### src/rtl/alarm_clock_counter.sv
// Alarm clock: a prescaled seconds/minutes/hours counter with a three-state
// alarm controller (IDLE, RINGING, SNOOZE). The time registers, sec_pulse and
// state are all registered. ring is decoded from state.
//
// Control inputs (en, load, ack, snooze, alarm_en) are levels. Each one is
// sampled on every rising clk edge; there is no valid/ready handshake. The
// state output exposes the alarm FSM so that checkers can bind to it directly.
module alarm_clock_counter #(
  parameter int DIV        = 1,
  parameter int SEC_MOD    = 60,
  parameter int MIN_MOD    = 60,
  parameter int HR_MOD     = 24,
  parameter int SNOOZE_MIN = 5,
  parameter int RING_SEC   = 30,
  localparam int SW = $clog2(SEC_MOD),
  localparam int MW = $clog2(MIN_MOD),
  localparam int HW = $clog2(HR_MOD)
) (
  input  logic          clk,
  input  logic          rst,
  input  logic          en,
  input  logic          load,
  input  logic [SW-1:0] load_sec,
  input  logic [MW-1:0] load_min,
  input  logic [HW-1:0] load_hr,
  input  logic [MW-1:0] alarm_min,
  input  logic [HW-1:0] alarm_hr,
  input  logic          alarm_en,
  input  logic          ack,
  input  logic          snooze,
  output logic [SW-1:0] seconds,
  output logic [MW-1:0] minutes,
  output logic [HW-1:0] hours,
  output logic          sec_pulse,
  output logic          ring,
  output logic [1:0]    state
);

  localparam logic [1:0] ST_IDLE    = 2'b00;
  localparam logic [1:0] ST_RINGING = 2'b01;
  localparam logic [1:0] ST_SNOOZE  = 2'b10;

  localparam int PW           = (DIV > 1) ? $clog2(DIV) : 1;
  localparam int SNOOZE_TICKS = SNOOZE_MIN * SEC_MOD;
  localparam int TMAX         = (SNOOZE_TICKS > RING_SEC) ? SNOOZE_TICKS : RING_SEC;
  localparam int TW           = $clog2(TMAX + 1);

  localparam logic [PW-1:0] PRE_LAST  = PW'(DIV - 1);
  localparam logic [SW-1:0] SEC_LAST  = SW'(SEC_MOD - 1);
  localparam logic [MW-1:0] MIN_LAST  = MW'(MIN_MOD - 1);
  localparam logic [HW-1:0] HR_LAST   = HW'(HR_MOD - 1);
  localparam logic [TW-1:0] RING_LAST = TW'(RING_SEC - 1);
  localparam logic [TW-1:0] SNZ_LAST  = TW'(SNOOZE_TICKS - 1);

  logic [PW-1:0] presc;
  logic [TW-1:0] tmr, tmr_nxt;
  logic [1:0]    state_nxt;
  logic          tick, adv, match;
  logic [SW-1:0] nxt_sec, ld_sec;
  logic [MW-1:0] nxt_min, ld_min;
  logic [HW-1:0] nxt_hr, ld_hr;

  // A tick only advances time when no load competes with it in that cycle.
  assign tick = en && (presc == PRE_LAST);
  assign adv  = tick && !load;
  assign ring = (state == ST_RINGING);

  // Compute the incremented time, and clamp load values that are out of range to zero.
  always_comb begin
    nxt_sec = (seconds == SEC_LAST) ? '0 : seconds + 1'b1;
    nxt_min = minutes;
    nxt_hr  = hours;
    if (seconds == SEC_LAST) begin
      nxt_min = (minutes == MIN_LAST) ? '0 : minutes + 1'b1;
      if (minutes == MIN_LAST)
        nxt_hr = (hours == HR_LAST) ? '0 : hours + 1'b1;
    end
    ld_sec = (int'(load_sec) < SEC_MOD) ? load_sec : '0;
    ld_min = (int'(load_min) < MIN_MOD) ? load_min : '0;
    ld_hr  = (int'(load_hr)  < HR_MOD)  ? load_hr  : '0;
    // The alarm only matches on the tick that lands on hh:mm:00. This stops
    // it from firing a second time later in the same minute.
    match = (nxt_sec == '0) && (nxt_min == alarm_min) && (nxt_hr == alarm_hr);
  end

  // Prescaler, time registers and sec_pulse.
  always_ff @(posedge clk or negedge rst) begin
    if (!rst) begin
      presc     <= '0;
      seconds   <= '0;
      minutes   <= '0;
      hours     <= '0;
      sec_pulse <= 1'b0;
    end else begin
      sec_pulse <= adv;
      if (load) begin
        presc   <= '0;
        seconds <= ld_sec;
        minutes <= ld_min;
        hours   <= ld_hr;
      end else if (en) begin
        presc <= (presc == PRE_LAST) ? '0 : presc + 1'b1;
        if (tick) begin
          seconds <= nxt_sec;
          minutes <= nxt_min;
          hours   <= nxt_hr;
        end
      end
    end
  end

  // Alarm FSM. RINGING and SNOOZE share one tick timer, because only one of
  // them can be active at a time. Priority order is alarm_en, then ack, then
  // snooze, then timer expiry.
  always_comb begin
    state_nxt = state;
    tmr_nxt   = tmr;
    case (state)
      ST_IDLE: begin
        tmr_nxt = '0;
        if (alarm_en && adv && match) state_nxt = ST_RINGING;
      end
      ST_RINGING: begin
        if (!alarm_en || ack) begin
          state_nxt = ST_IDLE;
          tmr_nxt   = '0;
        end else if (snooze) begin
          state_nxt = ST_SNOOZE;
          tmr_nxt   = '0;
        end else if (adv) begin
          if (tmr == RING_LAST) begin
            state_nxt = ST_IDLE;
            tmr_nxt   = '0;
          end else begin
            tmr_nxt = tmr + 1'b1;
          end
        end
      end
      ST_SNOOZE: begin
        if (!alarm_en || ack) begin
          state_nxt = ST_IDLE;
          tmr_nxt   = '0;
        end else if (adv) begin
          if (tmr == SNZ_LAST) begin
            state_nxt = ST_RINGING;
            tmr_nxt   = '0;
          end else begin
            tmr_nxt = tmr + 1'b1;
          end
        end
      end
      default: begin
        state_nxt = ST_IDLE;
        tmr_nxt   = '0;
      end
    endcase
  end

  // FSM state and timer registers.
  always_ff @(posedge clk or negedge rst) begin
    if (!rst) begin
      state <= ST_IDLE;
      tmr   <= '0;
    end else begin
      state <= state_nxt;
      tmr   <= tmr_nxt;
    end
  end

endmodule

### config.mk
export PLATFORM = sky130hd
export DESIGN_NAME = alarm_clock_counter
export DESIGN_NICKNAME = d
export VERILOG_FILES = /design/src/rtl/alarm_clock_counter.sv
export SDC_FILE = /design/constraint.sdc
export NUM_CORES = 1
export LEC_CHECK = 0
export BUFFER_PORTS_ARGS = -buffer_cell sky130_fd_sc_hd__buf_2
export CAP_MARGIN = 20
export CELL_PAD_IN_SITES_DETAIL_PLACEMENT = 0
export CELL_PAD_IN_SITES_GLOBAL_PLACEMENT = 2
export CORE_UTILIZATION = 34
export DETAILED_ROUTE_END_ITERATION = 6
export PLACE_DENSITY = 0.91
export SETUP_SLACK_MARGIN = 0.02
export SLEW_MARGIN = 20
export SYNTH_ARGS = -nofsm -noshare
export SYNTH_HDL_FRONTEND = slang
export SYNTH_SLANG_ARGS = --single-unit
### constraint.sdc
create_clock -name clk -period 4.1 [get_ports clk]
set_input_delay 0.615 -clock clk [delete_from_list [all_inputs] [get_ports clk]]
set_output_delay 0.615 -clock clk [all_outputs]
set_load 0.01 [all_outputs]
* After elaboration in Yosys (flattened, before gate mapping)
Cells that the tools add are included.
** Operators by class
- Add/sub/neg operators :: 5
- Multipliers :: 0
- Div/mod/pow operators :: 0
- $lt $le $gt $ge :: 3
- Equality and inequality tests :: 14
- Shift-type cells :: 0
- Mux-type cells :: 38
- Bitwise logic cells :: 1
- Reduce and logical (&&, ||, !) cells :: 16
** Operators with widths (count)
- $mux 6 :: 11
- $mux 9 :: 7
- $mux 5 :: 7
- $pmux 9 s2 :: 1
- $mux 2 :: 8
- $add 6x1->6 const B :: 2
- $eq 6x6->1 const B :: 2
- $lt 6x6->1 const B :: 2
- $add 9x1->9 const B :: 1
- $eq 9x5->1 const B :: 1
- $eq 9x9->1 const B :: 1
- $ne 4x2->1 const B :: 2
- $eq 6x6->1 :: 1
- $logic_and 1x1->1 :: 6
- $logic_not 6->1 :: 1
- $ne 3x3->1 const B :: 2
- $pmux 2 s3 :: 1
- $add 5x1->5 const B :: 1
- $eq 5x5->1 :: 1
- $eq 5x5->1 const B :: 1
- $lt 5x5->1 const B :: 1
- $reduce_and 5->1 :: 1
- $reduce_and 2->1 :: 2
- $reduce_bool 2->1 :: 2
- other kinds (9) :: 12
** Word-level totals
- Register bits after elaboration :: 30
- Latch bits :: 0
- Memory bits (writable) :: 0
- ROM bits :: 0
- Input bits :: 35
- Output and inout port bits :: 21
- Word-level logic and storage cells :: 84
- Memories :: 0

* Longest topological paths before layout
- Word-level depth :: 9
- Gate-level depth with buffers :: 9
- Gate-level depth less buffers :: 9

* Worst setup path before layout
OpenSTA, ideal clock, no wires.
- Path type :: register to register
- From :: reg seconds[2]
- To :: reg state[0]
- Library setup time :: 0.124 ns
- Data arrival time :: 2.257 ns
- Data required time :: 3.976 ns
- Setup slack :: 1.719 ns
- Stages on the path, launching flop included :: 10
- Path buffers :: 2
- Period minus slack after synthesis :: 2.381 ns
- Cells stage by stage :: dfrtp_1 buf_6 nand3b_4 buf_6 nor4_2 mux2i_1 xor2_1 o2111ai_1 o21a_1 a211o_1
** Between the ends
- Cells in the longest elaborated chain, start to end :: 8
- Elaborated cells between the ends (all ways) :: 13
** RTL lines
- from (decl) :: RTL line 31 : output logic [SW-1:0] seconds,
- from (signal assigned) :: RTL line 98 : seconds <= ld_sec;
- from (signal assigned) :: RTL line 104 : seconds <= nxt_sec;
- $add 6x1->6 or $eq 6x6->1 (tied branches) :: RTL line 70, 73
- $mux 6, on equally long branches :: RTL line 70, 73
- $logic_not 6->1 or $eq 6x6->1 (tied branches) :: RTL line 83 : match = (nxt_sec == '0) && (nxt_min == alarm_min) && (nxt_hr == alarm_hr);
- $logic_and 1x1->1 :: RTL line 83
- $logic_and 1x1->1 (*) :: RTL line 83
- $logic_and 1x1->1 (*) :: RTL line 121 : if (alarm_en && adv && match) state_nxt = ST_RINGING;
- $ne 2x2->1 (no source line) (*)
- $reduce_and 5->1 (no source line) (*)
- to (signal assigned) :: RTL line 165 : state <= state_nxt;
- to (decl) :: RTL line 36 : output logic [1:0] state
Mark *: on every way between the ends. The rest lies on a longest branch, timed or not.
A chain may end at the register's enable or synchronous reset.

* Worst setup path after layout
- From :: reg minutes[0]
- To :: reg state[0]
** Between the ends
- Cells in the longest elaborated chain, start to end :: 9
- Elaborated cells between the ends (all ways) :: 13
** RTL lines
- from (decl) :: RTL line 32 : output logic [MW-1:0] minutes,
- from (signal assigned) :: RTL line 99 : minutes <= ld_min;
- from (signal assigned) :: RTL line 105 : minutes <= nxt_min;
- $add 6x1->6 or $eq 6x6->1 (tied branches) :: RTL line 74, 75
- $mux 6 :: RTL line 74 : nxt_min = (minutes == MIN_LAST) ? '0 : minutes + 1'b1;
- $mux 6 :: RTL line 73 : if (seconds == SEC_LAST) begin
- $eq 6x6->1 :: RTL line 83
- $logic_and 1x1->1 :: RTL line 83
- $logic_and 1x1->1 (*) :: RTL line 83
- $logic_and 1x1->1 (*) :: RTL line 121
- $ne 2x2->1 (no source line) (*)
- $reduce_and 5->1 (no source line) (*)
Marks and branches as above.

==> run summary <==
CTS Buf Count -> 5
routability cong. -> 0.823
largest cells by area after synthesis -> dfrtp_1 (30%), o21ai_0 (6.2%), ha_1 (4.7%), nand2_1 (4.7%), mux2i_1 (4.1%)
nets@finish -> 376
clk_lat worst skew -> 290 ps
prevailing post-synth register cell -> dfrtp_1
Post-synth EDFFs -> 0
GRT Overall Usage -> 19.0%
Post CTS Setup Buffer Count -> 0
most frequent cells after synthesis -> nand2_1 (30), o21ai_0 (30), dfrtp_1 (29), a21oi_1 (15), nor2_1 (13)
Synth Area in Compound Gates -> 25.9%
simple-gate portion of the synthesized area -> 26.7%
Worst R2R Setup Slack -> 1290 ps
Syn Area/Cell -> 8.51 sq um
final WL -> 6.70 mm
hpwl dp -> 4.97 mm
fmax -> 356 MHz
Total Die Area -> 7450 sq um
CTS resizes -> 0
Crit Path Max Fanout -> 7
asr flop ratio synth -> 100%
pwr/cell area -> 335 nW/um^2
largest area contributor in the netlist -> dfrtp_1
n_diodes -> 0
top cell type's share of synthesized area -> 30.0%
Congestion Overflow GR -> 0
Post-Synth XOR/XNOR Area -> 3.62%
skew final -> 3.92 ps
worst min-delay path class -> in2async
Die Y -> 86.3 um
Seq. cell area -> 726 sq um
internal power -> 0.652 mW
Max H-tree Level -> 2
share of total power in sequential cells -> 36.8%
DRC -> 0
Psw -> 0.305 mW
Synth Cell Area -> 2420 sq um
power share of the combinational group -> 24.8%
yosys warns -> 0
R2R Path End -> state[0]$_DFFE_PN0P_
CTS tree -> yes
Setup violations, final -> 0
Synth Area in Adders -> 4.66%
largest family of logic cells by synthesized area -> simple AND/OR/NAND/NOR gates
vias per inst -> 5.50
Leakage -> 1.26 nW
first-pass GRT wire length -> 10.9 mm
setup_tns -> 0 ps
number of global-route vias before repair -> 2,160
Data required, critical path -> 4340 ps
DRT iter0 DRCs -> 134
status -> completed
CTS Root Cell -> clkbuf_8
category of the critical setup timing path -> reg2reg
Worst-Margin Slew -> 747 ps
Yosys reg bits -> 29
Worst EP arrival -> 3050 ps
multi-input logic area -> 1570 sq um
post-cts hold buffer count -> 0
Hold Fails Final Rpt -> 0
layout cells sized above 1 -> 21.6%
critical path endpoint category -> register
startpoint type of the worst setup path -> register
switch share -> 31.9%
maxcap violations -> 0
Post-Route Utilization -> 41.8%
Bufs on Longest Clock Path -> 2
syn_nets -> 328
Ports -> 56
final slew viol count -> 0
initial core utilization -> 35.4%
Tcrit/Tclk final -> 68.6%
port bufs -> 55
relative slew slack -> 49.7%
fin crit period -> 2810 ps
routed len/inst -> 15.6 um
initial antenna violation count -> 0
power share of the clock group -> 38.4%
CTS clock-pin slew for the worst setup and hold paths -> 70 ps
sequential fraction of the synthesis area -> 30.0%
clock sinks -> 29
area delta synth->final -> 18.2%
Critical R2R Launch -> minutes[0]$_DFFE_PN0P_
RSZ-0062 raised after global routing -> false
Detail Route Antenna Nets -> 0
Placeable Area -> 6830 sq um
Cell variety after synth -> 60
peak supply drop -> 0.126 mV
row cnt -> 30
Reg2Reg Depth -> 8
Filler cells -> 731
Cells after Synth -> 284
vias -> 2,359
mux cell area share after synthesis -> 4.14%
Die X -> 86.3 um
largest net degree at the start of global routing -> 30
DR pass1 iterations -> 4
metal layers:
layer	vias to the layer above	global-route usage [%]	wire [um]
met4	0	6.97	101
met1	1117	26.6	3290
met3	7	3.62	295
met2	62	29.2	3020
met5	-	0	0
li1	1173	-	-
state kept, by name (all words and copies together) (netlist names):
register,flops
seconds,6
state,2
minutes,6
hours,5
sec_pulse,1
tmr,9
power by group through the flow:
stage	registers [mW]	clock network (mW)	logic (mW)
2_1_floorplan	0.351	0	0.159
3_3_place_gp	0.357	0	0.238
3_5_place_dp	0.357	0	0.237
4_1_cts	0.351	0.375	0.238
5_1_grt	0.357	0.387	0.263
6_report	0.352	0.368	0.237
metrics by stage:
stage / cell area (sq um) / std cells / power (mW) / hold slack (ps) / setup slack [ps]
after floorplan: 2420 / 284 / 0.509 / 319 / 1720
after global placement: 2720 / 421 / 0.595 / 518 / 1390
after detailed placement: 2720 / 421 / 0.594 / 532 / 1340
after CTS: 2860 / 429 / 0.964 / 383 / 1300
after global routing: 2860 / 429 / 1.01 / 424 / 1110
final: 2860 / 429 / 0.957 / 358 / 1290
cell type report:
cell class              instances  area share, %
clock buffers                   5           2.41
clock inverters                 3           2.28
inverters                       8           1.05
multi-input cells             233           55.0
flip-flops and latches         29           25.4
well taps                      96           4.20
repair buffers                 55           9.63
layout by cell type (no fill, tap or decap), types with 3 or more instances in the layout:
cell type  synthesis  routed
nor2_1            13      13
ha_1               9       9
nand4_1            3       3
and3_1             9       9
a41oi_1            4       4
nor3_1             5       5
and2_1             3       3
nand2_1           30      30
dfrtp_1           29      29
buf_2              5      55
inv_1              8       8
a21oi_1           15      15
xnor2_1            4       4
mux2i_1           10      10
nand4b_1           5       5
o211ai_1           5       5
nand3_1           12      12
nand2b_1           9       9
nor2b_1            4       4
a211o_1            3       3
clkbuf_8           0       5
o21ai_0           30      29
xor2_1             6       6
o31ai_1            4       4
how the worst max path moves through the flow:
stage	startpoint	end	slack [ps]	depth (start not counted)
after global placement	en	state[0]$_DFFE_PN0P_	1390	8
final	minutes[0]$_DFFE_PN0P_	state[0]$_DFFE_PN0P_	1290	8
after detailed placement	minutes[0]$_DFFE_PN0P_	state[0]$_DFFE_PN0P_	1340	8
after floorplan	seconds[2]$_DFFE_PN0P_	state[0]$_DFFE_PN0P_	1720	9
after global routing	minutes[0]$_DFFE_PN0P_	state[0]$_DFFE_PN0P_	1110	8
after CTS	minutes[0]$_DFFE_PN0P_	state[0]$_DFFE_PN0P_	1300	8
cells by family (layout without fill, tap and decap cells):
kind of cell	count (synthesis)	count (layout)
muxes	10	10
AOI/OAI and AO/OA	93	93
adders and majority gates	9	9
and+or+nand+nor	111	111
DFF	29	29
xor gates and xnor gates	10	10
buffers and inverters	22	71
critical path, stage by stage, from the launching register on:
cell       delay (ps)
dfrtp_1           500
ha_1              290
nand2b_1          210
nor4_2            470
mux2i_1           260
xor2_1            180
o2111ai_1         200
a2111oi_0         470
a211o_1           160
Power figures use the tool's default switching activity.
